<file path="config.mk">
export PLATFORM = sky130hd
export DESIGN_NAME = fetch_ifid_stage
export DESIGN_NICKNAME = d
export VERILOG_FILES = /design/src/rtl/fetch_ifid_stage.sv
export SDC_FILE = /design/constraint.sdc
export NUM_CORES = 1
export LEC_CHECK = 0
export CORE_ASPECT_RATIO = 0.8
export CORE_MARGIN = 4
export CORE_UTILIZATION = 45
export CTS_BUF_LIST = sky130_fd_sc_hd__clkbuf_2 sky130_fd_sc_hd__clkbuf_4 sky130_fd_sc_hd__clkbuf_8
export DETAILED_ROUTE_END_ITERATION = 8
export GPL_TIMING_DRIVEN = 0
export PLACE_DENSITY = 0.82
export RECOVER_POWER = 50
export SLEW_MARGIN = 20
export SYNTH_ARGS = -nofsm -noshare
export SYNTH_HDL_FRONTEND = slang
export SYNTH_SLANG_ARGS = --single-unit
</file>
<file path="constraint.sdc">
create_clock -name clk -period 2.25 [get_ports clk]
set_input_delay 0.45 -clock clk [delete_from_list [all_inputs] [get_ports clk]]
set_output_delay 0.45 -clock clk [all_outputs]
set_load 0.02 [all_outputs]
</file>
<file path="src/rtl/fetch_ifid_stage.sv">
// Instruction-fetch stage: owns the PC, drives instruction memory, and holds the IF/ID
// pipeline register, with stall hold, bubble injection and redirect flush.
module fetch_ifid_stage #(
    parameter logic [31:0] PC_RESET = 32'h0000_0000,
    parameter logic [31:0] NOP_WORD = 32'h0000_0000,
    parameter int          CNT_W    = 16
) (
    input  logic             clk,
    input  logic             rst,
    input  logic             en_pc,
    input  logic             nop_src,
    input  logic             redirect_valid,
    input  logic [31:0]      redirect_pc,
    output logic [31:0]      imem_addr,
    input  logic [31:0]      imem_rdata,
    output logic [31:0]      instr_if,
    output logic [31:0]      instr_id,
    output logic [31:0]      pc_plus4_id,
    output logic             valid_id,
    output logic [CNT_W-1:0] bubble_count,
    output logic             misalign_err
);

    logic [31:0] pc;
    logic [31:0] pc_plus4;
    logic        flush;

    assign pc_plus4  = pc + 32'd4;
    assign flush     = redirect_valid | nop_src;
    assign imem_addr = pc;
    assign instr_if  = imem_rdata;

    // NOTE: all state below uses non-blocking assignments so every register samples
    // pre-edge values; pc_plus4_id must see the PC from before this edge's update.
    always_ff @(posedge clk or negedge rst) begin
        if (!rst) begin
            pc           <= PC_RESET;
            instr_id     <= NOP_WORD;
            pc_plus4_id  <= 32'd0;
            valid_id     <= 1'b0;
            bubble_count <= '0;
            misalign_err <= 1'b0;
        end else begin
            // A redirect wins over a stall: the target is taken even with en_pc low.
            if (redirect_valid) begin
                pc <= {redirect_pc[31:2], 2'b00};
            end else if (en_pc) begin
                pc <= pc_plus4;
            end

            // On a stall edge without nop_src the stalling instruction itself enters ID.
            if (flush) begin
                instr_id <= NOP_WORD;
                valid_id <= 1'b0;
            end else begin
                instr_id    <= imem_rdata;
                pc_plus4_id <= pc_plus4;
                valid_id    <= 1'b1;
            end

            if (flush && (bubble_count != {CNT_W{1'b1}})) begin
                bubble_count <= bubble_count + 1'b1;
            end

            if (redirect_valid && (redirect_pc[1:0] != 2'b00)) begin
                misalign_err <= 1'b1;
            end
        end
    end

endmodule

</file>
==> results.md, run 1 <==
- Status: complete, no violations
- Overflow after GRT: 0
- Routing usage on met2: 38.56%
- Worst hold slack: between 400 and 500 ps
- Initial antenna violation count: 0
- Layout Area Growth over Synthesis: 46.12%
- Top Usage Layer GRT: met2
- EDFF count, synth: 0
- Post-synth top area share: roughly 50%
- M1 GR Usage: between 20 and 30%
- Met3 GRT Util: under 10%
- Max clock buf depth: 2
- Pre-CTS setup slack: -227.0 ps
- Dpl cells: between 900 and 1000
- Initial Utilization: approximately 47%
- Placed instance area: roughly 0.0078 mm^2
- CTS buffer count: 9
- WP data required: roughly 2500 ps
- Max-slew headroom: 26.59%
- Critical Path Slowest Stage Cell: dlygate4sd3_1
- Largest net degree at the start of global routing: a little under 70
- Final Cycle Share: between 90% and 100%
- Die W: approximately 130 um
- Clk pwr share: between 20% and 30%
- Least-Margin Pin Slew: ~1100 ps
- Final Hold Viols: 0
- Post-route ant nets: 0
- First-pass DRT Iterations: 5
- Lkg Pwr: 3.369 nW
- Via density: roughly 5.2
- Post-Route Utilization: approximately two thirds
- Total power: 5.215 mW
- Family with the most delay on the worst path: simple AND/OR/NAND/NOR gates
- Sequential-to-total area share from yosys stat: between 50% and 60%
- Switch Pwr: between 1.5 and 2 mW
- CTS H-tree depth: 3
- Max Clk Rate: approximately 450 MHz
- Clock Latency Late Sink: 380 ps
- Reg power frac: between 40% and 50%
- Crit end category: flop
- Synth Area per Inst: 10.15 um^2
- Nets: about 840
- Dpl hpwl: 12.54 mm
- First-pass GRT wire length: between 20 and 30 mm
- # diodes: 0
- Layout cells sized above 1: around an eighth
- Main synth FF type: dfrtp_1
- Routed vias: 4824
- # Max-Cap Violations: 0
- Post-Syn Instances: 542
- Clock Skews: between 7 and 8 ps
- FFs w/ async S/R, synth: 100.0%
- Yosys cell types: 44
- RSZ-0062 raised after global routing: no
- Top cell type by total area after synthesis: dfrtp_1
- Reg clk slew, reported paths: 110 ps
- CP Cell Sequence: dlygate4sd3_1, nand3_1, nor4_4, or3b_1, xor2_1, o21ai_2
- VDD IR max: approximately 0.35 mV
- Buffers on Ports: 210
- Tot GR Track Use: 23.14%
- CTS tree: built
- Io pins: roughly 220
- WL final: ~16 mm
- Power Density: approximately 650 mW/mm^2
- Site row count: 35
- Sw frac: between 30 and 40%
- Clk root buf: clkbuf_8
- Routability congestion estimate: about 0.87
- Vias in the first global route: 4952
- DIE AREA: approximately 0.014 mm^2
- CP startpoint kind: primary input
- R2r setup slk: 100 ps
- Setup-failing EPs final: 0
- Worst setup margin: a little under 50 ps
- Register bit total from synthesis: 110
- Initial DRC count: slightly below 400
- CP peak stage delay: roughly 670 ps
- Final Critical Period: roughly 2200 ps
- Post-Syn Area: roughly 0.0055 mm^2
- Internal: 3.461 mW
- Type of the worst setup path: in2reg
- Ranking of synthesized cells by area: dfrtp_1 (50%), xnor2_1 (6.4%), nand2_1 (5.3%)
- Setup repair bufs after CTS: 0
- Clock sink total: 110
- Crit-path max FO: 8
- Worst hold path class: reg2reg
- Non-Filler Instances: 921
- Slew Limit Fails: 0
- Fin area: roughly 0.0080 mm^2
- Yosys warning count: 0
- Wirelength per Cell: 17.60 um
- Remaining DRCs: 0
- CP Data Arrival Time: ~2500 ps
- Placeable Area: between 0.01 and 0.015 mm^2
- Gate power share: between 30% and 40%
- Die Ht: roughly 110 um
- Sum Neg Setup Slack: 0 ps
- Worst path bufs/invs: 1
-- logic make-up (layout without fill, tap and decap cells) --
kind of cell,count (synthesis),in the layout,share of synthesized area (%)
simple gates,221,221,22.74
flops,110,110,50.03
buf+inv,69,297,8.779
compound gates,67,67,6.254
xor+xnor,67,67,10.67
mux,5,5,1.001
fa+ha+maj,2,2,0.4548
other cells,1,4,0.06816
-- synth_stat cells (2+ instances only) --
| library cell | instances |
|---|---|
| clkbuf_8 | 5 |
| xor2_1 | 27 |
| mux2_2 | 4 |
| a31oi_1 | 4 |
| or2_2 | 3 |
| buf_6 | 2 |
| nand4_4 | 2 |
| and2_1 | 36 |
| o21ai_1 | 9 |
| o21ai_0 | 47 |
| a21oi_1 | 6 |
| and3_1 | 7 |
| nand2b_1 | 2 |
| inv_1 | 3 |
| nand2_1 | 77 |
| nor4_4 | 4 |
| xnor2_1 | 40 |
| nor4_1 | 6 |
| ha_1 | 2 |
| nor2_1 | 12 |
| buf_4 | 38 |
| and4_1 | 5 |
| or3_1 | 3 |
| dfrtp_1 | 110 |
| nand3_1 | 24 |
| buf_2 | 4 |
| nand4_1 | 17 |
| nor3_1 | 15 |
| clkbuf_1 | 13 |
-- power by group through the flow --
stage               Combinational, mW  Sequential [mW]  Clock, mW
floorplan                       0.510             2.71          0
global placement                 1.58             2.46          0
detailed placement               1.61             2.48          0
finish                           1.60             2.44       1.17
CTS                              1.63             2.44       1.20
global route                     1.71             2.48       1.27
-- layout make-up --
class,instances,area (um^2)
flip-flops and latches,110,2755
inverters,3,11.26
multi-input cells,366,2288
fillers,894,3697
well taps,148,185.2
plain buffers,66,471.7
clock inverters,5,41.29
repair buffers,212,2135
clock buffers,11,151.4
-- routing by layer --
layer | share of wire [%] | up-vias
li1 | - | 2238
met1 | 41 | 2344
met2 | 49 | 216
met3 | 8.8 | 26
met4 | 1.4 | 0
met5 | 0 | -
-- sequential cells by signal, summed over array words and instances (netlist names) --
register and cells:
instr_id 32, imem_addr 30, pc_plus4_id 30, bubble_count 16, misalign_err 1, valid_id 1
-- final timing paths --
path,startpoint,cells after the start,to
max,en_pc,6,imem_addr[21]$_DFFE_PN0N_
min,misalign_err$_DFFE_PN0P_,1,misalign_err$_DFFE_PN0P_
max reg2reg,imem_addr[6]$_DFFE_PN0N_,5,imem_addr[21]$_DFFE_PN0N_
min reg2reg,misalign_err$_DFFE_PN0P_,1,misalign_err$_DFFE_PN0P_
max in group asynchronous,rst,3,imem_addr[3]$_DFFE_PN0N_
min in group asynchronous,rst,2,imem_addr[21]$_DFFE_PN0N_
-- placed cells by master (no fill, tap or decap), drive strengths merged --
cell,n
clkdlybuf4s15,1
a31oi,4
xor2,27
dlygate4sd3,30
nand3,26
and4,5
buf,45
mux2,4
nand2b,2
nand4,19
a21oi,6
nor4,11
and2,36
clkinvlp,2
nor2,12
or2,3
inv,5
clkbuf,33
clkinv,1
conb,4
nor3,15
dfrtp,110
o21ai,57
xnor2,40
mux2i,1
nor4b,2
or3,3
and3,8
clkdlybuf4s50,180
ha,2
nand2,77
or4,1
or3b,1
-- repair_timing --
action                     4_1_cts  5_1_grt
hold endpoints to repair        42        0
gates resized for setup          0        4
hold buffers                     1        0
setup endpoints to repair        0        7
(Power assumes the default switching activity.)
==> run 2: changes to the inputs <==
Settings changed: CAP_MARGIN set to 10, CORE_UTILIZATION 45 to 48, DONT_BUFFER_PORTS set to 1, PLACE_DENSITY 0.82 to 0.63.
==> results.md, run 2 (synthesis gave the netlist of run 1 again) <==
- Final Critical Period: 2134 ps (was 2202 ps)
- Tot GR Track Use: 21.28% (was 23.14%)
- Clock sink total: 110 (unchanged)
- Worst hold slack: -246.2 ps (was 466.8 ps)
- Least-Margin Pin Slew: 597.7 ps (was 1101 ps)
- Routability congestion estimate: 0.8230 (was 0.8702)
- Dpl hpwl: 10.32 mm (was 12.54 mm)
- Largest net degree at the start of global routing: 111 (was 69)
- Reg clk slew, reported paths: 110 ps (about the same)
- First-pass GRT wire length: 22.63 mm (was 26.16 mm)
- Setup-failing EPs final: 0 (unchanged)
- Initial DRC count: 223 (was 385)
- DIE AREA: 0.01325 mm^2 (was 0.01407 mm^2)
- Most frequent cells in the layout: dfrtp_1 (102), nand2_1 (77), o21ai_0 (47) (was clkdlybuf4s50_1 (180), dfrtp_1 (108), nand2_1 (77))
- CP Data Arrival Time: 2390 ps (was 2460 ps)
- Placeable Area: 0.01102 mm^2 (was 0.01174 mm^2)
- Max Clk Rate: 468.6 MHz (was 454.2 MHz)
- Cells on worst reg2reg path: 8 (was 5)
- Max-slew headroom: 60.15% (was 26.59%)
- R2r endpoint: pc_plus4_id[30]$_DFFE_PN0P_ (was imem_addr[21]$_DFFE_PN0N_)
- Initial Utilization: 49.93% (was 46.88%)
- Slew Limit Fails: 0 (unchanged)
- Routed vias: 3885 (was 4824)
- Crit end category: flop (unchanged)
- Post-route ant nets: 0 (unchanged)
- Lkg Pwr: 2.383 nW (was 3.369 nW)
- CTS H-tree depth: 3 (unchanged)
- Nets: 629 (was 839)
- Storage element area: 0.002763 mm^2 (was 0.002755 mm^2)
- CP peak stage delay: 560 ps (was 670 ps)
- Max reg flops: 32 (unchanged)
- Clock Latency Late Sink: 370 ps (was 380 ps)
- Total power: 4.581 mW (was 5.215 mW)
- Post-Route Utilization: 53.02% (was 68.50%)
- Max clock buf depth: 2 (unchanged)
- Clk root buf: clkbuf_8 (unchanged)
- Via density: 5.495 (was 5.238)
- Layout Area Growth over Synthesis: 6.186% (was 46.12%)
- Most flop-heavy register: instr_id (unchanged)
- # Max-Cap Violations: 0 (unchanged)
- Worst hold path class: in2async (was reg2reg)
- R2r setup slk: 120 ps (was 100 ps)
- CP startpoint kind: flop (was primary input)
- CTS tree: built (unchanged)
- Critical Path Slowest Stage Cell: dfrtp_2 (was dlygate4sd3_1)
- Io pins: 215 (unchanged)
- Die Ht: 103.8 um (was 106.9 um)
- First-pass DRT Iterations: 4 (was 5)
- CP Cell Sequence: ha_4, and3_1, buf_4, nand3_2, buf_2, nor4_2, xnor2_1, o21ai_0 (was dlygate4sd3_1, nand3_1, nor4_4, or3b_1, xor2_1, o21ai_2)
- Worst r2r src: imem_addr[2]$_DFFE_PN0N_ (was imem_addr[6]$_DFFE_PN0N_)
- Wirelength per Cell: 19.83 um (was 17.60 um)
- Die W: 127.7 um (was 131.6 um)
- WP data required: 2500 ps (was 2510 ps)
- Vias in the first global route: 4059 (was 4952)
- WL final: 14.02 mm (was 16.21 mm)
- Final-layout fill cell count: 1049 (was 894)
- Type of the worst setup path: reg2reg (was in2reg)
- VDD IR max: 0.3434 mV (was 0.3467 mV)
- Site row count: 34 (was 35)
- Remaining DRCs: 0 (unchanged)
- Violated checks: hold timing
- # diodes: 0 (unchanged)
- Layout cells sized above 1: 12.43% (was 11.90%)
- Initial antenna violation count: 0 (unchanged)
- CTS buffer count: 9 (unchanged)
- Overflow after GRT: 0 (unchanged)
- Power Density: 784.1 mW/mm^2 (was 648.8 mW/mm^2)
- Most common cell after layout, fill and taps aside: dfrtp_1 (was clkdlybuf4s50_1)
- Final Cycle Share: 94.85% (was 97.86%)
- Dpl cells: 689 (was 904)
- Crit-path max FO: 10 (was 8)
- Clock Skews: 10.01 ps (was 7.831 ps)
- Non-Filler Instances: 707 (was 921)
- Status: finished, violations left (was complete, no violations)
- Final Hold Viols: 110 (was 0)
- Sum Neg Setup Slack: 0 ps (unchanged)
- Buffers on Ports: 0 (was 210)
- Area of the multi-input gates: 0.002326 mm^2 (was 0.002288 mm^2)
run 2: cell count changes in the layout (fill, tap and decap cells not counted), moves of 6 or more:
cell,delta
buf_4,-30
clkbuf_1,+32
clkdlybuf4s50_1,-180
dfrtp_1,-6
dfrtp_2,+6
dlygate4sd3_1,-30
run 2: layout make-up:
type | count | area share (%)
sequential | 110 | 47.29
multi-input combinational | 366 | 39.82
buffer | 66 | 5.890
tap | 144 | 3.084
clock buffer | 10 | 2.249
clock inverter | 6 | 1.221
timing repair buffer | 2 | 0.2570
inverter | 3 | 0.1928
run 2: power breakdown:
group / internal [mW] / total (mW) / leakage, nW / switching [mW]
combinational: 0.259 / 0.584 / 0.893 / 0.326
clock: 0.536 / 1.23 / 0.0965 / 0.692
sequential: 2.20 / 2.77 / 1.39 / 0.571
run 2: layer usage:
metal  wire [um]  GRT usage [%]
met1        5937          28.60
met2        6513          32.91
met3        1402          8.282
met4         168          4.394
met5           0              0
run 2: metrics by stage:
step | hold WS (ps) | worst slack [ps] | instance area, um^2
floorplan | 154.4 | 247.1 | 5513
global route | -273.8 | -22.36 | 5842
global placement | 157.4 | -79.27 | 5693
finish | -246.2 | 115.8 | 5842
CTS | -265.1 | 35.23 | 5919
detailed placement | 157.3 | -88.55 | 5693
run 2: worst max path at each step:
stage                                         from                           to  slack [ps]
after floorplan           imem_addr[2]$_DFFE_PN0N_    imem_addr[24]$_DFFE_PN0N_         250
after global placement    imem_addr[2]$_DFFE_PN0N_    imem_addr[22]$_DFFE_PN0N_         -80
after detailed placement  imem_addr[2]$_DFFE_PN0N_    imem_addr[22]$_DFFE_PN0N_         -90
after CTS                 imem_addr[2]$_DFFE_PN0N_    imem_addr[22]$_DFFE_PN0N_          40
after global routing      imem_addr[2]$_DFFE_PN0N_  pc_plus4_id[30]$_DFFE_PN0P_         -20
final                     imem_addr[2]$_DFFE_PN0N_  pc_plus4_id[30]$_DFFE_PN0P_         120
run 2: what timing repair did:
item / CTS / global route
pin swaps: 1 / 0
buffers inserted: 2 / 0
hold endpoints to repair: 110 / 110
endpoints found under the setup margin: 9 / 12
resized for setup: 3 / 13
run 2: worst max-delay path: cells and delay by family, from the launching register on:
kind	cells	cell delay, ps
buffers and inverters	2	390
AND/OR/NAND/NOR	3	570
XOR/XNOR	1	180
adder cells (fa/ha/maj)	1	210
flip-flops	1	560
AO/OA/AOI/OAI	1	100
==> run 3: changes to the inputs <==
Settings changed: PLACE_DENSITY 0.63 to unset.
==> results.md, run 3 (synthesis gave the netlist of run 1 again) <==
- Die W: 127.7 um (unchanged)
- Crit end category: flop (unchanged)
- Nets: 629 (unchanged)
- CTS tree: built (unchanged)
- Wirelength per Cell: 19.63 um (was 19.83 um)
- M1 GR Usage: 27.49% (was 28.60%)
- Max Clk Rate: 471.0 MHz (was 468.6 MHz)
- Final Cycle Share: 94.36% (was 94.85%)
- Most common cell after layout, fill and taps aside: dfrtp_1 (unchanged)
- Most flop-heavy register: instr_id (unchanged)
- Final Critical Period: 2123 ps (was 2134 ps)
- Slew Limit Fails: 0 (unchanged)
- Least-Margin Pin Slew: 577.2 ps (was 597.7 ps)
- WL final: 13.88 mm (was 14.02 mm)
- Critical Path Slowest Stage Cell: dfrtp_1 (was dfrtp_2)
- Via density: 5.457 (was 5.495)
- Power Density: 779.0 mW/mm^2 (was 784.1 mW/mm^2)
- Max reg flops: 32 (unchanged)
- Dpl hpwl: 10.41 mm (was 10.32 mm)
- RSZ-0062 raised after global routing: no
- Final Hold Viols: 110 (unchanged)
- Die Ht: 103.8 um (unchanged)
- Clock Skews: 11.09 ps (was 10.01 ps)
- Max clock buf depth: 2 (unchanged)
- Total power: 4.547 mW (was 4.581 mW)
- Clock sink total: 110 (unchanged)
- CTS H-tree depth: 3 (unchanged)
- Family with the most delay on the worst path: simple AND/OR/NAND/NOR gates (unchanged)
- Status: finished, violations left (unchanged)
- Post-Route Utilization: 52.98% (was 53.02%)
- Remaining DRCs: 0 (unchanged)
- CP startpoint kind: flop (unchanged)
- Area of the multi-input gates: 0.002328 mm^2 (was 0.002326 mm^2)
- Clk root buf: clkbuf_8 (unchanged)
- Layout cells sized above 1: 11.90% (was 12.43%)
- Tot GR Track Use: 20.93% (was 21.28%)
- Setup-failing EPs final: 0 (unchanged)
- Placeable Area: 0.01102 mm^2 (unchanged)
- Worst path bufs/invs: 1 (was 2)
- Type of the worst setup path: reg2reg (unchanged)
- Max-slew headroom: 61.52% (was 60.15%)
- First-pass DRT Iterations: 4 (unchanged)
- Routing usage on met2: 33.40% (was 32.91%)
- Most frequent cells in the layout: dfrtp_1 (104), nand2_1 (77), o21ai_0 (47) (was dfrtp_1 (102), nand2_1 (77), o21ai_0 (47))
- Worst hold path class: in2async (unchanged)
- Buffers on Ports: 0 (unchanged)
- Pre-CTS setup slack: -161.7 ps (was -88.55 ps)
- Vias in the first global route: 3989 (was 4059)
- Clock Latency Late Sink: 370 ps (about the same)
- Worst hold slack: -241.9 ps (was -246.2 ps)
- Lkg Pwr: 2.408 nW (was 2.383 nW)
- Worst setup margin: 127.0 ps (was 115.8 ps)
- Reg clk slew, reported paths: 110 ps (about the same)
- VDD IR max: 0.4331 mV (was 0.3434 mV)
- Met3 GRT Util: 8.745% (was 8.282%)
- Routed vias: 3858 (was 3885)
- Io pins: 215 (unchanged)
- CP peak stage delay: 650 ps (was 560 ps)
- Dpl cells: 689 (unchanged)
- # diodes: 0 (unchanged)
- Top Usage Layer GRT: met2 (unchanged)
- Layout Area Growth over Synthesis: 6.095% (was 6.186%)
- DIE AREA: 0.01325 mm^2 (unchanged)
- Final-layout fill cell count: 1046 (was 1049)
- WP data required: 2520 ps (was 2500 ps)
- Initial antenna violation count: 0 (unchanged)
- Storage element area: 0.002760 mm^2 (was 0.002763 mm^2)
- Crit-path max FO: 8 (was 10)
- Largest net degree at the start of global routing: 111 (unchanged)
- CP Data Arrival Time: 2400 ps (was 2390 ps)
- Routability congestion estimate: 0.8056 (was 0.8230)
- Violated checks: hold timing (unchanged)
- Initial Utilization: 49.93% (unchanged)
- # Max-Cap Violations: 0 (unchanged)
- CTS buffer count: 9 (unchanged)
- Non-Filler Instances: 707 (unchanged)
- Site row count: 34 (unchanged)
- Overflow after GRT: 0 (unchanged)
- CP Cell Sequence: nand3_4, or3_1, buf_6, nor4_4, xor2_1, mux2_2 (was ha_4, and3_1, buf_4, nand3_2, buf_2, nor4_2, xnor2_1, o21ai_0)
- Initial DRC count: 286 (was 223)
- Post-route ant nets: 0 (unchanged)
- First-pass GRT wire length: 22.18 mm (was 22.63 mm)
run 3: cell types whose count changed in the layout (fill, tap and decap cells not counted), moves of 2 or more:
cell | previous run | this run
clkinv_4 | 2 | 0
clkinvlp_4 | 2 | 0
dfrtp_1 | 102 | 104
dfrtp_2 | 8 | 6
inv_6 | 1 | 4
inv_8 | 0 | 2
nor4_2 | 6 | 4
run 3: routing by layer:
layer / wire (um) / vias to the layer above
met5: 0 / -
met4: 74 / 0
met3: 1370 / 10
met2: 6555 / 129
met1: 5879 / 1912
li1: - / 1807
run 3: area by class of cell:
class / instances / share of cell area, %
well taps: 144 / 3.087
multi-input cells: 366 / 39.89
plain buffers: 66 / 5.938
inverters: 3 / 0.1929
clock buffers: 10 / 2.358
clock inverters: 6 / 0.9861
flip-flops and latches: 110 / 47.29
repair buffers: 2 / 0.2572
run 3: power breakdown:
part	internal [mW]	switching [mW]
registers	2.20	0.575
clock network	0.466	0.731
logic	0.258	0.321
total	2.92	1.63
run 3: worst paths after layout:
| path | start | endpoint | slack, ps | depth (start not counted) |
|---|---|---|---|---|
| min in group clk | imem_rdata[28] | instr_id[28]$_DFF_PN0_ | 190 | 1 |
| hold reg to reg | pc_plus4_id[19]$_DFFE_PN0P_ | pc_plus4_id[19]$_DFFE_PN0P_ | 630 | 2 |
| setup / recovery | imem_addr[4]$_DFFE_PN0N_ | imem_addr[23]$_DFFE_PN0N_ | 130 | 6 |
| max in group asynchronous | rst | imem_addr[15]$_DFFE_PN0N_ | 2320 | 0 |
| setup reg to reg | imem_addr[4]$_DFFE_PN0N_ | imem_addr[23]$_DFFE_PN0N_ | 130 | 6 |
| hold / removal | rst | pc_plus4_id[18]$_DFFE_PN0P_ | -240 | 0 |
run 3: worst register-to-register path: stages (launching register included):
cell	delay, ps
dfrtp_1	650
nand3_4	190
or3_1	430
buf_6	170
nor4_4	220
xor2_1	90
mux2_2	270
run 3: through the flow:
step	setup TNS, ps	cell area [um^2]
floorplan	0	5513
global placement	-403.3	5693
detailed placement	-414.5	5693
CTS	0	5912
global route	0	5837
finish	0	5837
run 3: repair_timing:
action                                  in CTS  in global routing
endpoints found under the setup margin       9                 14
setup buffers                                2                  0
endpoints found under the hold margin      110                110
pin swaps                                    1                  0
gates resized for setup                      3                 13
